## config.mk

```make
export PLATFORM = sky130hd
export DESIGN_NAME = absorb_unit
export DESIGN_NICKNAME = d
export VERILOG_FILES = /design/src/rtl/absorb_unit.sv
export SDC_FILE = /design/constraint.sdc
export NUM_CORES = 2
export LEC_CHECK = 0
export ABC_AREA = 1
export BUFFER_PORTS_ARGS = -buffer_cell sky130_fd_sc_hd__buf_4
export CELL_PAD_IN_SITES_DETAIL_PLACEMENT = 1
export CELL_PAD_IN_SITES_GLOBAL_PLACEMENT = 1
export CORE_AREA = 5 5 353 355
export CTS_CLUSTER_SIZE = 14
export DETAILED_ROUTE_END_ITERATION = 16
export DIE_AREA = 0 0 358 360
export HOLD_SLACK_MARGIN = 0.15
export PLACE_DENSITY = 0.8
export SLEW_MARGIN = 40
export SYNTH_ARGS = -nofsm -noshare
export SYNTH_HDL_FRONTEND = slang
export SYNTH_SLANG_ARGS = --single-unit
```

## constraint.sdc

```tcl
create_clock -name clock_i -period 2.3 [get_ports clock_i]
set_clock_uncertainty 0.2 [all_clocks]
set_input_delay 0.46 -clock clock_i [delete_from_list [all_inputs] [get_ports clock_i]]
set_output_delay 0.46 -clock clock_i [all_outputs]
set_load 0.02 [all_outputs]
```

## src/rtl/absorb_unit.sv

```systemverilog
`default_nettype none
// ============================================================================
//  Module      : absorb_unit
//  Description : Sponge absorb stage. Mixes 64-bit message blocks into the
//                rate word of a 5x64 state, produces ciphertext/plaintext,
//                pads the final block and applies the finalization key XOR
//                before handing the state to the permutation.
//  Revision    : 1.0 - initial release
// ============================================================================

package absorb_unit_pkg;
  // Five 64-bit state words; index 0 is the rate word S0.
  typedef logic [4:0][63:0] type_state;
endpackage

module absorb_unit
  import absorb_unit_pkg::*;
(
  input  logic          clock_i,
  input  logic          resetb_i,
  input  logic          start_i,
  input  logic          mode_decrypt_i,
  input  logic [63:0]   data_i,
  input  logic          data_valid_i,
  input  logic          last_i,
  input  logic [3:0]    nbytes_i,
  output logic          data_ready_o,
  input  logic [127:0]  key_i,
  input  type_state     state_i,
  input  logic          state_valid_i,
  output type_state     state_o,
  output logic          state_valid_o,
  output logic [63:0]   text_o,
  output logic          done_o,
  output logic [15:0]   blocks_o
);

  localparam logic [63:0] C_PAD_TOP = 64'h8000_0000_0000_0000;
  localparam logic [63:0] C_ONES    = 64'hFFFF_FFFF_FFFF_FFFF;
  localparam logic [15:0] C_BLK_MAX = 16'hFFFF;

  typedef enum logic [2:0] {
    ST_IDLE      = 3'd0,
    ST_WAIT_DATA = 3'd1,
    ST_WAIT_PERM = 3'd2,
    ST_PAD_PERM  = 3'd3,
    ST_DONE      = 3'd4
  } state_t;

  state_t      r_fsm;
  state_t      w_fsm_nxt;

  type_state   r_s;
  type_state   r_state_out;
  type_state   w_out_state;
  logic        r_mode;
  logic [63:0] r_text;
  logic [63:0] w_out_text;
  logic        r_state_valid;
  logic        r_done;
  logic [15:0] r_blocks;

  logic        w_start;
  logic        w_perm_load;
  logic        w_out_load;
  logic        w_out_done;
  logic        w_blk_inc;

  logic        w_full;
  logic [5:0]  w_shift;
  logic [63:0] w_mask;
  logic [63:0] w_pad;
  logic [63:0] w_s0_xor_d;

  // Byte counts of 8 and above all describe a full block.
  assign w_full     = (nbytes_i >= 4'd8);
  assign w_shift    = {nbytes_i[2:0], 3'b000};
  // Mask keeps the top k bytes; pad bit sits just below them.
  assign w_mask     = ~(C_ONES >> w_shift);
  assign w_pad      = C_PAD_TOP >> w_shift;
  assign w_s0_xor_d = r_s[0] ^ data_i;

  assign data_ready_o  = (r_fsm == ST_WAIT_DATA);
  assign state_o       = r_state_out;
  assign state_valid_o = r_state_valid;
  assign text_o        = r_text;
  assign done_o        = r_done;
  assign blocks_o      = r_blocks;

  // FSM state register.
  always_ff @(posedge clock_i or negedge resetb_i) begin
    if (!resetb_i) begin
      r_fsm <= ST_IDLE;
    end else begin
      r_fsm <= w_fsm_nxt;
    end
  end

  // Next-state decode and the combinational value of the next output word.
  always_comb begin
    w_fsm_nxt   = r_fsm;
    w_start     = 1'b0;
    w_perm_load = 1'b0;
    w_out_load  = 1'b0;
    w_out_done  = 1'b0;
    w_blk_inc   = 1'b0;
    w_out_state = r_s;
    w_out_text  = '0;

    case (r_fsm)
      ST_IDLE: begin
        if (start_i) begin
          w_start   = 1'b1;
          w_fsm_nxt = ST_WAIT_DATA;
        end
      end

      ST_WAIT_DATA: begin
        if (data_valid_i) begin
          w_out_load = 1'b1;
          w_blk_inc  = 1'b1;
          if (last_i && !w_full) begin
            // Partial final block: pad in place and finalize with the key.
            w_out_text = w_s0_xor_d & w_mask;
            if (r_mode) begin
              w_out_state[0] = ((data_i & w_mask) | (r_s[0] & ~w_mask)) ^ w_pad;
            end else begin
              w_out_state[0] = (r_s[0] ^ (data_i & w_mask)) ^ w_pad;
            end
            w_out_state[1] = r_s[1] ^ key_i[127:64];
            w_out_state[2] = r_s[2] ^ key_i[63:0];
            w_out_done     = 1'b1;
            w_fsm_nxt      = ST_DONE;
          end else begin
            // Full block; a full final block needs an extra padding block.
            w_out_text     = w_s0_xor_d;
            w_out_state[0] = r_mode ? data_i : w_s0_xor_d;
            w_fsm_nxt      = last_i ? ST_PAD_PERM : ST_WAIT_PERM;
          end
        end
      end

      ST_WAIT_PERM: begin
        if (state_valid_i) begin
          w_perm_load = 1'b1;
          w_fsm_nxt   = ST_WAIT_DATA;
        end
      end

      ST_PAD_PERM: begin
        if (state_valid_i) begin
          // Empty padding block absorbed directly into the returned state.
          w_out_load     = 1'b1;
          w_out_done     = 1'b1;
          w_out_state    = state_i;
          w_out_state[0] = state_i[0] ^ C_PAD_TOP;
          w_out_state[1] = state_i[1] ^ key_i[127:64];
          w_out_state[2] = state_i[2] ^ key_i[63:0];
          w_out_text     = '0;
          w_fsm_nxt      = ST_DONE;
        end
      end

      ST_DONE: begin
        w_fsm_nxt = ST_IDLE;
      end

      default: begin
        w_fsm_nxt = ST_IDLE;
      end
    endcase
  end

  // Sponge state, output registers and saturating block counter.
  always_ff @(posedge clock_i or negedge resetb_i) begin
    if (!resetb_i) begin
      r_s           <= '0;
      r_mode        <= 1'b0;
      r_state_out   <= '0;
      r_text        <= '0;
      r_state_valid <= 1'b0;
      r_done        <= 1'b0;
      r_blocks      <= '0;
    end else begin
      r_state_valid <= w_out_load;
      r_done        <= w_out_done;
      if (w_start) begin
        r_s      <= state_i;
        r_mode   <= mode_decrypt_i;
        r_blocks <= '0;
      end
      if (w_perm_load) begin
        r_s <= state_i;
      end
      if (w_out_load) begin
        r_s         <= w_out_state;
        r_state_out <= w_out_state;
        r_text      <= w_out_text;
      end
      if (w_blk_inc && (r_blocks != C_BLK_MAX)) begin
        r_blocks <= r_blocks + 16'd1;
      end
    end
  end

endmodule

`default_nettype wire
```

==> impl_metrics.tcl <==
set metrics [dict create \
    grtUsageTotal_pct 31.99 \
    synthSimpleGateAreaFrac_pct 23.13 \
    worstSetupEndpointType "register" \
    pin_count 926 \
    worstSetupStartpointType "register" \
    ctsHtreeMaxLevel 3 \
    drc_errors 0 \
    finalWorstSetupSlack_ns -0.07773 \
    cts_tree "built" \
    cts_buffers 88 \
    synth_seq_cells 726 \
    hold_path_class "in2async" \
    place_hpwl_mm 130.8 \
    avgRoutedWirePerCell_um 26.88 \
    slowest_stage "dfrtp_1" \
    synth_cells 5226 \
    cp_max_fo 40 \
    drt_iter0_drc 4592 \
    drv_cap 0 \
    yosysMostFrequentCell "nand2_1" \
    drt_pass1_iterations 6 \
    cts_root_buffer "clkbuf_16" \
    muxShareOfSynthArea_pct 0 \
    synth_compound_area_share_pct 19.01 \
    synth_area_sq_um 39320 \
    hold_violations 0 \
    syn2layout_area_growth_pct 51.28 \
    grt-ovfl-total 0 \
    synth.distinct_cells 37 \
    path_delay_family "buffers and inverters" \
    grt_max_degree 103 \
    rows 128 \
    path_buf_inv 4 \
    grt_pass1_vias 52168 \
    p_total_mw 90.06 \
    fin_crit_ns 2.378 \
    grt_pass1_wl_mm 321.3 \
    cpPeakStageDelay_ns 0.42 \
    finalSetupViolCount 22 \
    power.leakage_nw 29.48 \
    cts.sinks 726 \
    synth_nets 5750 \
    power_density_nw_per_um2 1514 \
    die_area_sq_um 128900 \
    ys_seq_area_share_pct 46.21 \
    violations "negative setup slack" \
    timing.hold.ws_ns 0.2327 \
    die_h_um 360 \
    synth_edf_count 0 \
    nets 7250 \
    ant_nets 0 \
    worstPathCellList "nand2_4 > nor2_4 > buf_6 > nand2_8 > nand2_8 > nor2_8 > buf_4 > buf_12 > buf_12 > a21oi_1 > a22oi_1" \
    synth-async-reset-ratio_pct 100.0 \
    synth_xor_area_share_pct 4.300 \
    synthTopCellsByArea "dfrtp_1 46%, nand2_1 14%, a21oi_1 7.5%" \
    criticalPathCategory "reg2reg" \
    syn_area_per_cell_sq_um 7.523 \
    post-route-period-util_pct 103.4 \
    grt_antenna_before_repair 66 \
    drt_wl_total_mm 228.0 \
    die_w_um 358 \
    start_util_pct 32.47 \
    max-slew-margin-rel_pct 46.54 \
    critPathArrivalTime_ns 2.72 \
    synth_fa_ha_area_share_pct 0.03182 \
    synth_flop_cell "dfrtp_1" \
    core_area_sq_um 121100 \
    synth_top_family_by_area "simple AND/OR/NAND/NOR gates" \
    numPortBuffers 925 \
    vias 48920 \
    synth_top_area_share_pct 46.21 \
    vias_per_cell 5.766 \
    cts.reportedPaths.clkPinSlew_ns 0.07 \
    required_ns 2.64 \
    drive_gt1_share_pct 21.41 \
    outcome "complete, but fails checks" \
    clock.fmax_mhz 420.6 \
    tightest_slew_ns 0.8019 \
    ys_warn_count 0 \
    drv_slew 0 \
    gp_congestion 0.8676 \
    synth_commonest_cells "1,445 x nand2_1, 726 x dfrtp_1, 591 x a21oi_1" \
    irDropWorstVdd_mv 0.7483 \
    rsz0062_at_grt "yes" \
    synth_top_area_cell "dfrtp_1" \
    clockBufferDepth 3 \
    insertion_delay_ns 0.69 \
]
-- state kept, by name, summed over array words and instances, names as in the netlist --
register and cells:
r_s 320, state_o 320, text_o 64, blocks_o 16, r_fsm 3, done_o 1
r_mode 1, state_valid_o 1
-- worst register-to-register path, delay by kind of cell (launching register included) --
| family | cells | cell delay [ns] |
|---|---|---|
| simple gates | 5 | 0.48 |
| buf+inv | 4 | 0.69 |
| compound gates | 2 | 0.46 |
| flops | 1 | 0.42 |
-- placed cells by master (no fill, tap or decap), types with 134 or more instances in the layout --
cell type,instances
dfrtp_1,724
o21ai_0,416
a21oi_1,561
nand2_1,1433
inv_1,352
xor2_1,134
nor2_1,420
dlygate4sd3_1,521
nand3_1,336
buf_4,1100
-- path summary, 6_finish.rpt --
| check | from | endpoint | slack [ns] | cells past startpoint |
|---|---|---|---|---|
| max | r_fsm[0] | r_s[213] | -0.08 | 11 |
| min | resetb_i | r_s[125] | 0.23 | 2 |
| max reg2reg | r_fsm[0] | r_s[213] | -0.08 | 11 |
| min reg2reg | state_o[189] | state_o[189] | 0.28 | 2 |
| max in group asynchronous | resetb_i | r_s[234] | 0.72 | 3 |
| min in group clock_i | last_i | r_fsm[2] | 0.23 | 6 |
-- routing by layer --
| layer | track usage (%) | up-vias | part of all wire, % |
|---|---|---|---|
| li1 | - | 20284 | - |
| met3 | 8.188 | 1200 | 9.1 |
| met5 | 0 | - | 0.028 |
| met1 | 36.11 | 24223 | 36 |
| met2 | 52.61 | 3203 | 46 |
| met4 | 22.80 | 10 | 8.7 |
-- layout make-up --
class | instances | area (sq um)
antenna | 63 | 157.7
clock buffer | 125 | 2552
clock inverter | 35 | 400.4
fill | 14497 | 61600
inverter | 360 | 1394
multi-input combinational | 3801 | 18570
sequential | 726 | 18170
tap | 1625 | 2033
timing repair buffer | 1748 | 16190
timing repair inverter | 1 | 11.26
-- logic make-up (layout without fill, tap and decap cells) --
| kind of cell | Yosys count | count (layout) |
|---|---|---|
| compound gates | 1339 | 1339 |
| xor+xnor | 193 | 193 |
| fa+ha+maj | 1 | 1 |
| buf+inv | 699 | 2269 |
| flops | 726 | 726 |
| other cells | 0 | 63 |
| simple gates | 2268 | 2268 |
-- repair_timing --
item / in CTS / in global routing
gates cloned: 4 / 18
pin swaps: 2 / 17
hold buffers: 521 / 0
buffers inserted: 7 / 14
endpoints found under the hold margin: 1115 / 0
resized for setup: 17 / 123
endpoints found under the setup margin: 26 / 359
-- stage by stage --
| stage | area (sq um) | utilization [%] | setup WS (ns) | std cells | TNS (ns) |
|---|---|---|---|---|---|
| 3_5_place_dp | 49950 | 41.25 | -0.08505 | 7698 | -0.4722 |
| 4_1_cts | 58380 | 48.22 | -0.02925 | 8390 | -0.1102 |
| 3_3_place_gp | 49950 | 41.25 | -0.07139 | 7698 | -0.09732 |
| 5_1_grt | 59440 | 49.09 | -0.2780 | 8471 | -4.840 |
| 2_1_floorplan | 39320 | - | 0.2547 | 5226 | 0 |
| 6_report | 59470 | 49.12 | -0.07773 | 8484 | -0.8313 |
-- power by group --
part / leakage (nW) / total, mW / internal (mW) / switching (mW)
Combinational: 19.5 / 50.6 / 18.5 / 32.1
Clock: 1.45 / 14.9 / 8.44 / 6.45
Sequential: 8.56 / 24.6 / 19.3 / 5.31
Note: power is estimated with default switching activity, not from simulation.
